[src/rtl/cpu_bus_pkg.sv]
// rtl/cpu_bus_pkg.sv - shared FSM encoding and bus polarity constants for cpu_bus_ctrl
// Purpose: state encoding for the bus master FSM and the 6502-style R/W polarity.
//   IDLE, ADDR, WAIT, DATA : core access phases (WAIT/DATA are shared with DMA)
//   DMA_RD, DMA_WR         : address phase of a DMA read / DMA write half
package cpu_bus_pkg;

    typedef enum logic [2:0] {
        IDLE   = 3'd0,
        ADDR   = 3'd1,
        WAIT   = 3'd2,
        DATA   = 3'd3,
        DMA_RD = 3'd4,
        DMA_WR = 3'd5
    } state_t;

    localparam logic BUS_READ  = 1'b1;
    localparam logic BUS_WRITE = 1'b0;

endpackage

[src/rtl/cpu_bus_dma.sv]
// rtl/cpu_bus_dma.sv - sprite DMA page/index tracking and source address generation
// Purpose: holds the DMA page and byte index, and presents the source address of
//   the next DMA read to the bus master.
// Ports:
//   i_clk, i_rst : clock, asynchronous active-high reset
//   i_start      : pulse, load page from i_page and restart the index at 0
//   i_page       : source page (high byte of the source address)
//   i_step       : pulse, one read/write pair finished
//   o_src        : source address for the next read (first read while i_start is high)
//   o_last       : the pair in flight is the final one of the burst
module cpu_bus_dma
    import cpu_bus_pkg::*;
#(
    parameter int ADDR_W  = 16,
    parameter int DMA_LEN = 256
) (
    input  logic              i_clk,
    input  logic              i_rst,
    input  logic              i_start,
    input  logic [7:0]        i_page,
    input  logic              i_step,
    output logic [ADDR_W-1:0] o_src,
    output logic              o_last
);

    localparam int CNT_W = $clog2(DMA_LEN + 1);

    logic [7:0]       r_page;
    logic [CNT_W-1:0] r_idx;
    logic [15:0]      w_next;

    always_ff @(posedge i_clk or posedge i_rst) begin
        if (i_rst) begin
            r_page <= 8'h00;
            r_idx  <= '0;
        end else if (i_start) begin
            r_page <= i_page;
            r_idx  <= '0;
        end else if (i_step) begin
            r_idx  <= r_idx + CNT_W'(1);
        end
    end

    // The master loads bus_addr on the same edge that starts or steps the burst,
    // so the address offered is one ahead of the registered index.
    assign w_next = i_start ? {i_page, 8'h00}
                            : {r_page, 8'h00} + 16'(r_idx) + 16'd1;
    assign o_src  = ADDR_W'(w_next);
    assign o_last = (r_idx == CNT_W'(DMA_LEN - 1));

endmodule

[src/rtl/cpu_bus_ctrl.sv]
// rtl/cpu_bus_ctrl.sv - CPU core to system bus master with wait states, RDY stretch and optional OAM DMA
// Purpose: turns level-held core requests into ADDR/WAIT/DATA bus accesses.
//   Optional sprite DMA engine enabled by macro CPU_BUS_DMA_EN.
// Ports:
//   i_clk, i_rst          : clock, asynchronous active-high reset
//   i_core_req/we/addr/wdata : core request (held until o_core_ack)
//   o_core_ack, o_core_rdata : completion pulse, read data (held until next read)
//   o_bus_addr, o_bus_rw  : bus address, 1=read 0=write
//   o_bus_dout, o_bus_oe  : write data and its output enable
//   i_bus_din, i_bus_rdy  : read data, 0 stretches DATA
//   o_dma_active          : DMA owns the bus
module cpu_bus_ctrl
    import cpu_bus_pkg::*;
#(
    parameter int                ADDR_W   = 16,
    parameter int                DATA_W   = 8,
    parameter int                WAIT_CYC = 1,
    parameter logic [ADDR_W-1:0] DMA_TRIG = ADDR_W'(16'h4014),
    parameter logic [ADDR_W-1:0] DMA_DST  = ADDR_W'(16'h2004),
    parameter int                DMA_LEN  = 256
) (
    input  logic              i_clk,
    input  logic              i_rst,
    input  logic              i_core_req,
    input  logic              i_core_we,
    input  logic [ADDR_W-1:0] i_core_addr,
    input  logic [DATA_W-1:0] i_core_wdata,
    output logic              o_core_ack,
    output logic [DATA_W-1:0] o_core_rdata,
    output logic [ADDR_W-1:0] o_bus_addr,
    output logic              o_bus_rw,
    output logic [DATA_W-1:0] o_bus_dout,
    output logic              o_bus_oe,
    input  logic [DATA_W-1:0] i_bus_din,
    input  logic              i_bus_rdy,
    output logic              o_dma_active
);

    // Configuration sanity checks
    if (WAIT_CYC < 0 || WAIT_CYC > 15) begin : g_bad_wait
        $error("WAIT_CYC must be 0..15");
    end
    if (DMA_LEN < 1 || DMA_LEN > 256) begin : g_bad_len
        $error("DMA_LEN must be 1..256");
    end
    if (DMA_TRIG == DMA_DST) begin : g_bad_dst
        $error("DMA_DST must differ from DMA_TRIG");
    end

    localparam logic [3:0] WAIT_M1 = 4'(WAIT_CYC - 1);

    state_t            r_state;
    logic [ADDR_W-1:0] r_bus_addr;
    logic              r_bus_rw;
    logic [DATA_W-1:0] r_bus_dout;
    logic              r_bus_oe;
    logic              r_ack;
    logic [DATA_W-1:0] r_rdata;
    logic [3:0]        r_wait_cnt;
    logic              r_dma_active;

    logic              w_done;
    logic              w_dma_start;
    logic              w_dma_last;
    logic [ADDR_W-1:0] w_dma_src;

    assign w_done = (r_state == DATA) && i_bus_rdy;

`ifdef CPU_BUS_DMA_EN
    logic w_dma_step;

    // The trigger write is a normal core write; the burst starts as it completes.
    assign w_dma_start = w_done && !r_dma_active && (r_bus_rw == BUS_WRITE)
                         && (r_bus_addr == DMA_TRIG);
    assign w_dma_step  = w_done && r_dma_active && (r_bus_rw == BUS_WRITE);

    cpu_bus_dma #(
        .ADDR_W  (ADDR_W),
        .DMA_LEN (DMA_LEN)
    ) u_dma (
        .i_clk   (i_clk),
        .i_rst   (i_rst),
        .i_start (w_dma_start),
        .i_page  (r_bus_dout[7:0]),
        .i_step  (w_dma_step),
        .o_src   (w_dma_src),
        .o_last  (w_dma_last)
    );
`else
    assign w_dma_start = 1'b0;
    assign w_dma_last  = 1'b0;
    assign w_dma_src   = '0;
`endif

    always_ff @(posedge i_clk or posedge i_rst) begin
        if (i_rst) begin
            r_state      <= IDLE;
            r_bus_addr   <= '0;
            r_bus_rw     <= BUS_READ;
            r_bus_dout   <= '0;
            r_bus_oe     <= 1'b0;
            r_ack        <= 1'b0;
            r_rdata      <= '0;
            r_wait_cnt   <= 4'd0;
            r_dma_active <= 1'b0;
        end else begin
            r_ack <= 1'b0;
            case (r_state)
                IDLE: begin
                    // Core is held off while DMA owns the bus: DMA never returns to IDLE mid-burst.
                    if (i_core_req) begin
                        r_state    <= ADDR;
                        r_bus_addr <= i_core_addr;
                        r_bus_rw   <= i_core_we ? BUS_WRITE : BUS_READ;
                        r_bus_dout <= i_core_wdata;
                    end
                end
                ADDR, DMA_RD, DMA_WR: begin
                    r_bus_oe <= (r_bus_rw == BUS_WRITE);
                    if (WAIT_CYC > 0) begin
                        r_state    <= WAIT;
                        r_wait_cnt <= WAIT_M1;
                    end else begin
                        r_state    <= DATA;
                    end
                end
                WAIT: begin
                    if (r_wait_cnt == 4'd0) begin
                        r_state <= DATA;
                    end else begin
                        r_wait_cnt <= r_wait_cnt - 4'd1;
                    end
                end
                DATA: begin
                    if (i_bus_rdy) begin
                        r_bus_oe <= 1'b0;
                        if (r_dma_active) begin
                            if (r_bus_rw == BUS_READ) begin
                                // Read half done: forward the byte straight into the write half.
                                r_state    <= DMA_WR;
                                r_bus_addr <= DMA_DST;
                                r_bus_rw   <= BUS_WRITE;
                                r_bus_dout <= i_bus_din;
                            end else if (w_dma_last) begin
                                r_state      <= IDLE;
                                r_bus_rw     <= BUS_READ;
                                r_dma_active <= 1'b0;
                            end else begin
                                r_state    <= DMA_RD;
                                r_bus_addr <= w_dma_src;
                                r_bus_rw   <= BUS_READ;
                            end
                        end else begin
                            r_ack    <= 1'b1;
                            r_bus_rw <= BUS_READ;
                            if (r_bus_rw == BUS_READ) begin
                                r_rdata <= i_bus_din;
                            end
                            if (w_dma_start) begin
                                r_state      <= DMA_RD;
                                r_bus_addr   <= w_dma_src;
                                r_dma_active <= 1'b1;
                            end else begin
                                r_state      <= IDLE;
                            end
                        end
                    end
                end
                default: r_state <= IDLE;
            endcase
        end
    end

    assign o_core_ack   = r_ack;
    assign o_core_rdata = r_rdata;
    assign o_bus_addr   = r_bus_addr;
    assign o_bus_rw     = r_bus_rw;
    assign o_bus_dout   = r_bus_dout;
    assign o_bus_oe     = r_bus_oe;
    assign o_dma_active = r_dma_active;

endmodule

[config.mk]
export PLATFORM = sky130hd
export DESIGN_NAME = cpu_bus_ctrl
export DESIGN_NICKNAME = d
export VERILOG_FILES = /design/src/rtl/cpu_bus_pkg.sv /design/src/rtl/cpu_bus_dma.sv /design/src/rtl/cpu_bus_ctrl.sv
export SDC_FILE = /design/constraint.sdc
export NUM_CORES = 1
export LEC_CHECK = 0
export CAP_MARGIN = 10
export CORE_ASPECT_RATIO = 1.5
export CORE_MARGIN = 2
export CORE_UTILIZATION = 35
export CTS_BUF_LIST = sky130_fd_sc_hd__clkbuf_16
export DETAILED_ROUTE_END_ITERATION = 12
export GPL_TIMING_DRIVEN = 0
export PLACE_DENSITY_LB_ADDON = 0.08
export SKIP_LAST_GASP = 1
export SYNTH_ARGS = -nofsm -noshare
export SYNTH_HDL_FRONTEND = slang
export SYNTH_HIERARCHICAL = 1
export SYNTH_SLANG_ARGS = --single-unit
export TNS_END_PERCENT = 1
[constraint.sdc]
create_clock -name i_clk -period 2.6 [get_ports i_clk]
set_clock_uncertainty 0.15 [all_clocks]
set_input_delay 0.52 -clock i_clk [delete_from_list [all_inputs] [get_ports i_clk]]
set_output_delay 0.52 -clock i_clk [all_outputs]
set_load 0.03 [all_outputs]
# --- Word-level counts from Yosys, hierarchy flattened ---
# Cells that the tools add are included.
totals:
  in_bits: 37
  wordCells: 67
  output_inout_bits: 36
  regBits: 43
classes:
  muxes: 30
  bitwise: 2
  reduce_logical: 14
  addsub: 1
  n_eq_ne: 11
ops:
  columns: ["operator", "n"]
  rows:
  - ["$mux 16", 3]
  - ["$mux 8", 4]
  - ["$pmux 16 s2", 1]
  - ["$pmux 8 s2", 1]
  - ["$mux 14", 1]
  - ["$mux 3", 4]
  - ["$ne 2x2->1 const B", 6]
  - ["$pmux 3 s4", 1]
  - ["$mux 1", 11]
  - ["$pmux 4 s2", 1]
  - ["$reduce_and 4->1", 2]
  - ["$eq 3x2->1 const B", 2]
  - ["$eq 3x3->1 const B", 2]
  - ["$reduce_and 2->1", 3]
  - ["$reduce_and 3->1", 2]
  - ["$reduce_bool 2->1", 3]
  - ["$reduce_and 5->1", 1]
  - ["$logic_not 4->1", 1]
  - ["$mux 4", 1]
  - ["$pmux 1 s2", 2]
  - ["$sub 4x1->4 const B", 1]
  - ["$eq 3x1->1 const B", 1]
  - ["$logic_not 3->1", 1]
  - ["$reduce_or 3->1", 1]
  - ["$not 1->1", 2]

# --- Depth between registers and ports, before layout ---
# Gate-level depths: netlist (run 1).
logic_depth:
  ltp_word: 4
  depth_mapped: 7
  ltp_nobuf: 5

# --- Least setup slack after synthesis (run 1) ---
# Ideal clock, no wire load.
synth_path:
  path_type: "reg-to-reg"
  start: "register r_wait_cnt[0]"
  end: "register r_state[1]"
  stages_incl_launch_ff: 6
  setup_ns: 0.127
  t_required_ns: 2.323
  path_buffers: 0
  t_arrival_ns: 1.677
  synth_period_minus_slack_ns: 1.954
  slack_ns: 0.646
  path_cell_list: "dfrtp_1 inv_1 ha_1 or3b_4 a222oi_1 mux2_1"
synth_between:
  elab_chain_cells: 3
synth_lines:
  columns: ["element", "line_no", "text"]
  rows:
  - ["start, declared", "cpu_bus_ctrl.sv:59", "logic [3:0] r_wait_cnt;"]
  - ["start signal, assigned", "cpu_bus_ctrl.sv:131", "r_wait_cnt <= r_wait_cnt - 4'd1;"]
  - ["$logic_not 4->1", "cpu_bus_ctrl.sv:128", "if (r_wait_cnt == 4'd0) begin"]
  - ["$ne 2x2->1 (no line)", null, null]
  - ["$reduce_and 3->1 (no line)", null, null]
  - ["end signal, assigned", "cpu_bus_ctrl.sv:124", "r_state <= DATA;"]
  - ["end signal, assigned", "cpu_bus_ctrl.sv:129", "r_state <= DATA;"]
  - ["end signal, assigned", "cpu_bus_ctrl.sv:140", "r_state <= DMA_WR;"]
  - ["end, declared", "cpu_bus_ctrl.sv:52", "state_t r_state;"]
# No other way between the ends.
# A chain may end at the register's enable or synchronous reset.

# --- Final worst setup path (run 1) ---
layout_path:
  start: "register r_bus_rw (netlist: o_bus_rw)"
  end: "output port o_bus_rw"
layout_rtl:
  columns: ["element", "line_no", "text"]
  rows:
  - ["start, declared", "cpu_bus_ctrl.sv:54", "logic r_bus_rw;"]
  - ["start signal, assigned", "cpu_bus_ctrl.sv:114", "r_bus_rw <= i_core_we ? BUS_WRITE : BUS_READ;"]
  - ["end, declared", "cpu_bus_ctrl.sv:31", "output logic o_bus_rw,"]
# No word-level cell between the ends.

==> results.sh, run 1 <==
export IMPL_max_freq_mhz=452
export IMPL_whs_path_depth=1
export IMPL_area_delta_synth_final_pct=48.6
export IMPL_crit_start="o_bus_rw"
export IMPL_final_max_slew_viol_count=0
export IMPL_cp_end_kind="output port"
export IMPL_grt_max_degree=42
export IMPL_drt_iter0_drc=27
export IMPL_ant_nets=0
export IMPL_routed_via_density=4.67
export IMPL_power_density_mw_per_mm2=1250
export IMPL_rsz0062_at_grt="false"
export IMPL_ff2ff_path_depth=6
export IMPL_place_area_sq_mm=0.00272
export IMPL_startpoint_type="flip-flop"
export IMPL_cts_sinks=41
export IMPL_crit_fanout=6
export IMPL_totalWireLength_mm=4.10
export IMPL_worstPathCellList="clkdlybuf4s50_1"
export IMPL_slew_limit_headroom=0.434
export IMPL_drive_gt1_frac=0.154
export IMPL_tightestPinTransition_ns=0.848
export IMPL_coreArea_sq_mm=0.00537
export IMPL_syn_inst=163
export IMPL_hold_end="r_wait_cnt[3]"
export IMPL_overflow=0
export IMPL_antenna_cells=0
export IMPL_r2r_end="o_bus_addr[10]"
export IMPL_path_class="flip-flop to output port"
export IMPL_syn_avg_cell_area_sq_um=11.8
export IMPL_die_h_um=94.6
export IMPL_final_core_util=0.531
export IMPL_cts_path_max_buffers=2
export IMPL_drc=0
export IMPL_synth_edf_count=0
export IMPL_async_reset_ff_frac=1.00
export IMPL_num_io_pins=73
export IMPL_final_area_sq_mm=0.00285
export IMPL_cp_top_family="buffers and inverters"
export IMPL_fin_crit_ns=2.21
export IMPL_dp_hpwl_mm=3.03
export IMPL_synth_top_area_frac=0.522
export IMPL_setup_viol=0
export IMPL_grt_total_usage=0.143
export IMPL_status="completed"
export IMPL_synthTopCellsByArea="dfrtp_1 (52%), mux2_2 (14%), mux2i_1 (6.3%), ha_1 (4.6%), nor2b_1 (4.6%)"
export IMPL_clk_pin_slew_ns=0.05
export IMPL_hp_class="flip-flop to flip-flop"
export IMPL_cts_hold_buf=0
export IMPL_finalSetupTns_ns=0
export IMPL_grt_pass1_vias=1388
export IMPL_grt_pass1_wl_mm=6.69
export IMPL_syn_num_nets=207
export IMPL_crit_required_ns=1.93
export IMPL_synth_top_area_cell="dfrtp_1"
export IMPL_post_route_period_util=0.850
export IMPL_io_buffers=71
export IMPL_drt_pass1_iterations=4
export IMPL_slowest_stage="clkdlybuf4s50_1"
export IMPL_gp_congestion=0.683
export IMPL_antenna_found_initial=0
export IMPL_rows=33
export IMPL_ys_ff_latch=41
export IMPL_postCtsSetupBuffers=0
export IMPL_cts_tree="done"
export IMPL_rrSetupSlack_ns=0.51
export IMPL_fillCellCount=503
export IMPL_cpPeakStageDelay_ns=0.70
export IMPL_synthFlopType="dfrtp_1"
export IMPL_critPathBufInv=1
export IMPL_min_from="r_wait_cnt[3]"
export IMPL_seq_area_frac_synth=0.536
export IMPL_netlist_area_sq_mm=0.00192
export IMPL_hold_viol_final=0
export IMPL_dieArea_sq_mm=0.00610
export IMPL_num_vias=1452
export IMPL_start_util=0.357
export IMPL_cts_made_buffers=5
export IMPL_arrival_ns=1.54
export IMPL_ys_types=26
export IMPL_htree_levels=2
export IMPL_power_leakage_uw=0.00125
export IMPL_peakVddDrop_mv=0.594
export IMPL_fin_nets=285
export IMPL_r2r_start="r_state[0]"
export IMPL_synth_warnings=6
export IMPL_die_x_um=64.4
export IMPL_wl_per_cell_um=13.2
export IMPL_cap_violations=0
export IMPL_clk_latency_ns=0.27
export IMPL_clockRootBuffer="clkbuf_16"
export IMPL_cts_resized=0
stage by stage:
step | total power (uW) | cells | setup slack (ns) | hold WS (ns)
2_1_floorplan | 2290 | 163 | 0.646 | 0.297
3_3_place_gp | 3040 | 304 | 0.0348 | 0.327
3_5_place_dp | 3050 | 304 | 0.0970 | 0.332
4_1_cts | 3640 | 311 | 0.371 | 0.355
6_report | 3570 | 311 | 0.389 | 0.341
5_1_grt | 3820 | 311 | 0.288 | 0.363
cell usage in the layout (no fill, tap or decap), types with 2 or more instances in the layout:
cell type and count:
nor2b_1 14, nor2_1 9, dfrtp_1 40, buf_2 3, nand3_1 5, inv_1 9
nand2_1 7, and2_1 2, ha_1 7, a21oi_1 10, clkdlybuf4s50_1 71, nand2b_1 3
mux2_2 24, clkbuf_16 5, clkbuf_1 3, o21ai_0 4, mux2i_1 12
where the power goes:
group          internal, uW  leakage [uW]  switching, uW
registers               926      0.000495            142
clock network           343     0.0000685            223
logic                   897      0.000682           1040
total                  2170       0.00125           1410
state kept, by name (all words and copies together), names as in the netlist:
signal	flops
o_bus_addr	16
o_core_ack	1
o_core_rdata	8
o_bus_rw	1
r_state	2
r_wait_cnt	4
o_bus_dout	8
o_bus_oe	1
cell type report:
cell class / count / area, sq um / area share
sequential: 41 / 1030 / 0.361
multi-input combinational: 106 / 822 / 0.289
timing repair buffer: 71 / 711 / 0.250
clock buffer: 5 / 125 / 0.0439
tap: 70 / 87.6 / 0.0308
buffer: 7 / 33.8 / 0.0119
inverter: 9 / 33.8 / 0.0119
clock inverter: 2 / 7.51 / 0.00264
synthesized netlist by cell type, types with 2 or more instances:
| cell | number |
|---|---|
| nand2b_1 | 3 |
| nor2b_1 | 14 |
| a21oi_1 | 10 |
| mux2i_1 | 12 |
| nor2_1 | 9 |
| o21ai_0 | 4 |
| inv_1 | 9 |
| nand2_1 | 7 |
| ha_1 | 7 |
| buf_2 | 3 |
| and2_1 | 2 |
| mux2_2 | 24 |
| dfrtp_1 | 40 |
| clkbuf_1 | 3 |
| nand3_1 | 5 |
cells by family (layout without fill, tap and decap cells):
kind of cell,Yosys count,count (layout),share of synthesized area
flip-flops,41,41,0.536
buffers and inverters,16,94,0.0352
AO/OA/AOI/OAI,18,18,0.0535
other,1,1,0.00196
multiplexers,37,37,0.210
AND/OR/NAND/NOR,43,43,0.118
adder cells (fa/ha/maj),7,7,0.0457
layer usage:
| metal | up-vias | wire, um | track usage |
|---|---|---|---|
| met1 | 682 | 1710 | 0.174 |
| li1 | 710 | - | - |
| met2 | 54 | 2060 | 0.239 |
| met5 | - | 0 | 0 |
| met4 | 0 | 55 | 0.0426 |
| met3 | 6 | 285 | 0.0489 |
worst max path at each step:
stage,endpoint,slack [ns],cells after the start
2_1_floorplan,r_state[1],0.65,5
3_3_place_gp,o_core_rdata[2],0.03,2
3_5_place_dp,o_bus_addr[10],0.1,5
4_1_cts,o_bus_rw,0.37,1
5_1_grt,o_bus_dout[7],0.29,7
6_report,o_bus_rw,0.39,1
Note: power is estimated with default switching activity, not from simulation.
==> inputs of run 2 (changes only) <==
ABC_AREA = 1   (was unset)
MAX_ROUTING_LAYER = met4   (was unset)
SETUP_SLACK_MARGIN = 0.3   (was unset)
==> results.sh, run 2 <==
export IMPL_final_max_slew_viol_count=0
export IMPL_crit_fanout=4
export IMPL_clockRootBuffer="clkbuf_16"
export IMPL_synthTopCellsByCount="nand2_1 (118), dfrtp_1 (40), inv_1 (30)"
export IMPL_largest_register_ff_count=16
export IMPL_postCtsSetupBuffers=0
export IMPL_crit_required_ns=1.93
export IMPL_cts_path_max_buffers=2
export IMPL_cts_made_buffers=5
export IMPL_seq_area_frac_synth=0.503
export IMPL_peakVddDrop_mv=0.619
export IMPL_pre_cts_ws_ns=0.636
export IMPL_antenna_found_initial=0
export IMPL_drive_gt1_frac=0.0727
export IMPL_drt_iter0_drc=56
export IMPL_io_buffers=71
export IMPL_fin_ws_ns=0.402
export IMPL_synth_edf_count=0
export IMPL_async_reset_ff_frac=1.00
export IMPL_yosys_cell_count_top_type="nand2_1"
export IMPL_drt_pass1_iterations=4
export IMPL_totalWireLength_mm=4.88
export IMPL_grt_pass1_vias=1731
export IMPL_startpoint_type="flip-flop"
export IMPL_cpPeakStageDelay_ns=0.68
export IMPL_setup_viol=0
export IMPL_cts_tree="done"
export IMPL_syn_inst=265
export IMPL_area_delta_synth_final_pct=46.2
export IMPL_path_class="flip-flop to output port"
export IMPL_dieArea_sq_mm=0.00647
export IMPL_coreArea_sq_mm=0.00570
export IMPL_start_util=0.358
export IMPL_max_freq_mhz=455
export IMPL_tightestPinTransition_ns=0.855
export IMPL_synth_warnings=6
export IMPL_cap_violations=0
export IMPL_grt_pass1_wl_mm=8.02
export IMPL_status="completed"
export IMPL_fin_crit_ns=2.20
export IMPL_power_density_mw_per_mm2=1300
export IMPL_ys_types=19
export IMPL_cp_end_kind="output port"
export IMPL_wl_per_cell_um=11.7
export IMPL_htree_levels=2
export IMPL_power_leakage_uw=0.00156
export IMPL_post_route_period_util=0.846
export IMPL_routed_via_density=4.36
export IMPL_cp_top_family="buffers and inverters"
export IMPL_cts_sinks=41
export IMPL_synthFlopType="dfrtp_1"
export IMPL_num_io_pins=73
export IMPL_synthTopCellsByArea="dfrtp_1 (49%), nand2_1 (22%), inv_1 (5.5%), nor2_1 (4.6%), ha_1 (4.3%)"
export IMPL_num_vias=1812
export IMPL_die_h_um=97.6
export IMPL_netlist_area_sq_mm=0.00204
export IMPL_syn_num_nets=309
export IMPL_fin_nets=387
export IMPL_arrival_ns=1.53
export IMPL_grt_total_usage=0.163
export IMPL_clk_latency_ns=0.28
export IMPL_clk_pin_slew_ns=0.06
export IMPL_dp_hpwl_mm=3.66
export IMPL_grt_max_degree=42
export IMPL_slowest_stage="clkdlybuf4s50_1"
export IMPL_gp_congestion=0.808
export IMPL_cts_resized=0
export IMPL_fillCellCount=597
export IMPL_rows=34
export IMPL_hp_class="flip-flop to flip-flop"
export IMPL_overflow=0
export IMPL_critPathBufInv=1
export IMPL_drc=0
export IMPL_finalSetupTns_ns=0
export IMPL_ys_ff_latch=41
export IMPL_synth_top_area_cell="dfrtp_1"
export IMPL_synth_top_area_frac=0.490
export IMPL_die_x_um=66.4
export IMPL_worstPathCellList="clkdlybuf4s50_1"
export IMPL_antenna_cells=0
export IMPL_hold_viol_final=0
export IMPL_mostFrequentLayoutCell="nand2_1"
export IMPL_ant_nets=0
export IMPL_slew_limit_headroom=0.429
export IMPL_cts_hold_buf=0
export IMPL_syn_avg_cell_area_sq_um=7.71
export IMPL_rsz0062_at_grt="false"
export IMPL_mostFrequentLayoutCells="nand2_1 (118), clkdlybuf4s50_1 (71), dfrtp_1 (40), inv_1 (29), nor2_1 (25)"
-- run 2: changes by cell type after synthesis, sizes merged, moves of 8 or more --
cell | previous run | this run
inv | 9 | 33
nand3 | 5 | 17
nand2 | 7 | 121
mux2i | 12 | 0
a31oi | 0 | 8
a21oi | 10 | 1
mux2 | 25 | 0
nor2 | 9 | 26
nor2b | 14 | 0
-- run 2: metal layers --
layer / up-vias / GRT usage / wire length (um)
met4: 0 / 0.0581 / 101
met3: 9 / 0.0290 / 239
li1: 948 / - / -
met2: 43 / 0.275 / 2480
met5: - / - / 0
met1: 812 / 0.190 / 2060
-- run 2: final timing paths --
check                              startpoint               to  slack (ns)  cells past startpoint
min in group asynchronous               i_rst       r_state[1]        0.59                      2
worst min register to register  o_bus_addr[3]    o_bus_addr[3]        0.32                      2
worst max-delay path                 o_bus_rw         o_bus_rw        0.40                      1
worst max register to register     r_state[0]  o_core_rdata[0]        0.97                      7
max in group asynchronous               i_rst    o_bus_addr[4]        1.17                      2
worst min-delay path            o_bus_addr[3]    o_bus_addr[3]        0.32                      2
-- run 2: final cells by class --
cell class / count / area, sq um / area share
Timing Repair Buffer: 71 / 711 / 0.238
Sequential cell: 41 / 1030 / 0.344
Clock inverter: 3 / 17.5 / 0.00587
Inverter: 33 / 126 / 0.0423
Multi-Input combinational cell: 182 / 818 / 0.274
Buffer: 9 / 70.1 / 0.0235
Clock buffer: 5 / 125 / 0.0419
Tap cell: 72 / 90.1 / 0.0302
-- run 2: cells by family after synthesis --
logic type | count (synthesis) | share of synthesized area
simple gates | 164 | 0.327
buf+inv | 42 | 0.0962
flops | 41 | 0.503
compound gates | 10 | 0.0294
fa+ha+maj | 7 | 0.0429
other cells | 1 | 0.00184
-- run 2: stage by stage --
stage	power (uW)	area, sq um	util	instances	hold slack, ns
final	3890	2990	0.524	416	0.320
after global routing	4210	2990	0.524	416	0.348
after CTS	3950	2990	0.524	416	0.324
after detailed placement	3340	2840	0.499	408	0.309
after global placement	3310	2840	0.499	408	0.303
after floorplan	2530	2040	-	265	0.319
-- run 2: power by group --
group          switching [uW]  internal, uW  total (uW)
Combinational            1310           864        2180
Clock                     246           352         598
Sequential                174           945        1120
==> inputs of run 3 (changes only) <==
clock period = 1.8 ns   (was 2.6 ns; I/O delays follow)
==> results.sh, run 3 (synthesized netlist as in run 2, its figures left out) <==
export IMPL_drc=0
export IMPL_status="completed"
export IMPL_hp_class="flip-flop to flip-flop"
export IMPL_grt_pass1_vias=1794
export IMPL_drt_iter0_drc=81
export IMPL_dp_hpwl_mm=3.66
export IMPL_cts_made_buffers=5
export IMPL_antenna_found_initial=0
export IMPL_rsz0062_at_grt="true"
export IMPL_grt_pass1_wl_mm=8.25
export IMPL_critPathBufInv=1
export IMPL_start_util=0.358
export IMPL_totalWireLength_mm=5.14
export IMPL_drt_pass1_iterations=4
export IMPL_drive_gt1_frac=0.160
export IMPL_max_freq_mhz=639
export IMPL_dieArea_sq_mm=0.00647
export IMPL_hold_end="o_bus_addr[1]"
export IMPL_ff_latch_area_sq_mm=0.00103
export IMPL_finalSetupTns_ns=0
export IMPL_cpPeakStageDelay_ns=0.41
export IMPL_mostFrequentLayoutCells="nand2_1 (108), dfrtp_1 (40), clkdlybuf4s50_1 (36), inv_1 (25), nor2_1 (25)"
export IMPL_ant_nets=0
export IMPL_cts_sinks=41
export IMPL_routed_via_density=4.35
export IMPL_grt_total_usage=0.169
export IMPL_arrival_ns=1.06
export IMPL_ff2ff_path_depth=9
export IMPL_cap_violations=0
export IMPL_largest_register_ff_count=16
export IMPL_crit_required_ns=1.29
export IMPL_htree_levels=2
export IMPL_peakVddDrop_mv=0.849
export IMPL_wl_per_cell_um=12.0
export IMPL_r2r_start="r_state[0]"
export IMPL_whs_path_depth=2
export IMPL_final_max_slew_viol_count=0
export IMPL_cp_end_kind="output port"
export IMPL_power_density_mw_per_mm2=1850
export IMPL_crit_fanout=2
export IMPL_multi_input_area_sq_um=865
export IMPL_num_io_pins=73
export IMPL_area_delta_synth_final_pct=52.9
export IMPL_cts_path_max_buffers=2
export IMPL_rows=34
export IMPL_min_from="o_bus_addr[1]"
export IMPL_r2r_end="o_bus_addr[5]"
export IMPL_mostFrequentLayoutCell="nand2_1"
export IMPL_setup_viol=0
export IMPL_rrSetupSlack_ns=0.27
export IMPL_path_class="flip-flop to output port"
export IMPL_grt_max_degree=42
export IMPL_fin_nets=400
export IMPL_fillCellCount=597
export IMPL_tightestPinTransition_ns=0.864
export IMPL_power_total_uw=5790
export IMPL_overflow=0
export IMPL_final_core_util=0.548
export IMPL_clockRootBuffer="clkbuf_16"
export IMPL_power_leakage_uw=0.00169
export IMPL_io_buffers=71
export IMPL_cp_top_family="buffers and inverters"
export IMPL_clk_pin_slew_ns=0.06
export IMPL_coreArea_sq_mm=0.00570
export IMPL_cts_hold_buf=0
export IMPL_antenna_cells=0
export IMPL_worstPathCellList="dlygate4sd2_1"
export IMPL_clk_latency_ns=0.28
export IMPL_post_route_period_util=0.870
export IMPL_cts_tree="done"
export IMPL_fin_crit_ns=1.57
export IMPL_slowest_stage="dlygate4sd2_1"
export IMPL_die_x_um=66.4
export IMPL_startpoint_type="flip-flop"
export IMPL_hold_viol_final=0
export IMPL_gp_congestion=0.808
export IMPL_die_h_um=97.6
export IMPL_slew_limit_headroom=0.423
export IMPL_num_vias=1866
[run 3: cell count changes in the layout (fill, tap and decap cells not counted), sizes merged]
cell	change
clkdlybuf4s15	+12
clkdlybuf4s50	-35
buf	+14
dlygate4sd2	+22
[run 3: metrics by stage]
step / cells / instance area [sq um] / setup WS, ns / hold slack, ns
2_1_floorplan: 265 / 2040 / 0.327 / 0.319
3_3_place_gp: 408 / 2840 / -0.613 / 0.303
3_5_place_dp: 408 / 2840 / -0.00387 / 0.309
4_1_cts: 421 / 3030 / 0.251 / 0.319
5_1_grt: 429 / 3120 / 0.195 / 0.343
6_report: 429 / 3120 / 0.235 / 0.314
[run 3: cell type report]
cell class / count / share of cell area
Buffer: 9 / 0.0261
Multi-Input combinational cell: 182 / 0.277
Inverter: 33 / 0.0421
Clock inverter: 3 / 0.00561
Sequential cell: 41 / 0.329
Clock buffer: 5 / 0.0401
Tap cell: 72 / 0.0289
Timing Repair Buffer: 84 / 0.251
[run 3: how the worst max path moves through the flow]
stage | endpoint | startpoint | cells past startpoint
5_1_grt | o_bus_addr[9] | r_state[1] | 9
3_3_place_gp | r_wait_cnt[0] | i_rst | 2
2_1_floorplan | o_bus_addr[10] | r_state[0] | 9
6_report | o_bus_addr[9] | o_bus_addr[9] | 1
3_5_place_dp | o_core_rdata[5] | i_bus_rdy | 6
4_1_cts | o_bus_dout[6] | o_bus_dout[6] | 1
[run 3: where the power goes]
group	leakage [uW]	switching (uW)	total [uW]	internal (uW)
Clock	0.0000696	362	871	508
Sequential	0.000503	271	1640	1370
Combinational	0.00112	2020	3280	1270
Total	0.00169	2650	5790	3140
[run 3: repair_timing]
| item | in CTS | in global routing |
|---|---|---|
| setup buffers | 4 | 6 |
| endpoints found under the setup margin | 63 | 74 |
| gates cloned | 1 | 2 |
| pin swaps | 1 | 5 |
| hold endpoints to repair | 0 | 0 |
| resized for setup | 65 | 16 |
[run 3: metal layers]
metal  up-vias  share of wire  GRT usage
li1        975              -          -
met1       841           0.40      0.191
met2        41           0.53      0.292
met3         9          0.046     0.0290
met4         0          0.020     0.0581
met5         -              0          -
[run 3: tightest hold or removal path, delay by kind of cell (launching register included)]
family | cells | cell delay (ns)
flops | 1 | 0.34
simple gates | 2 | 0.09
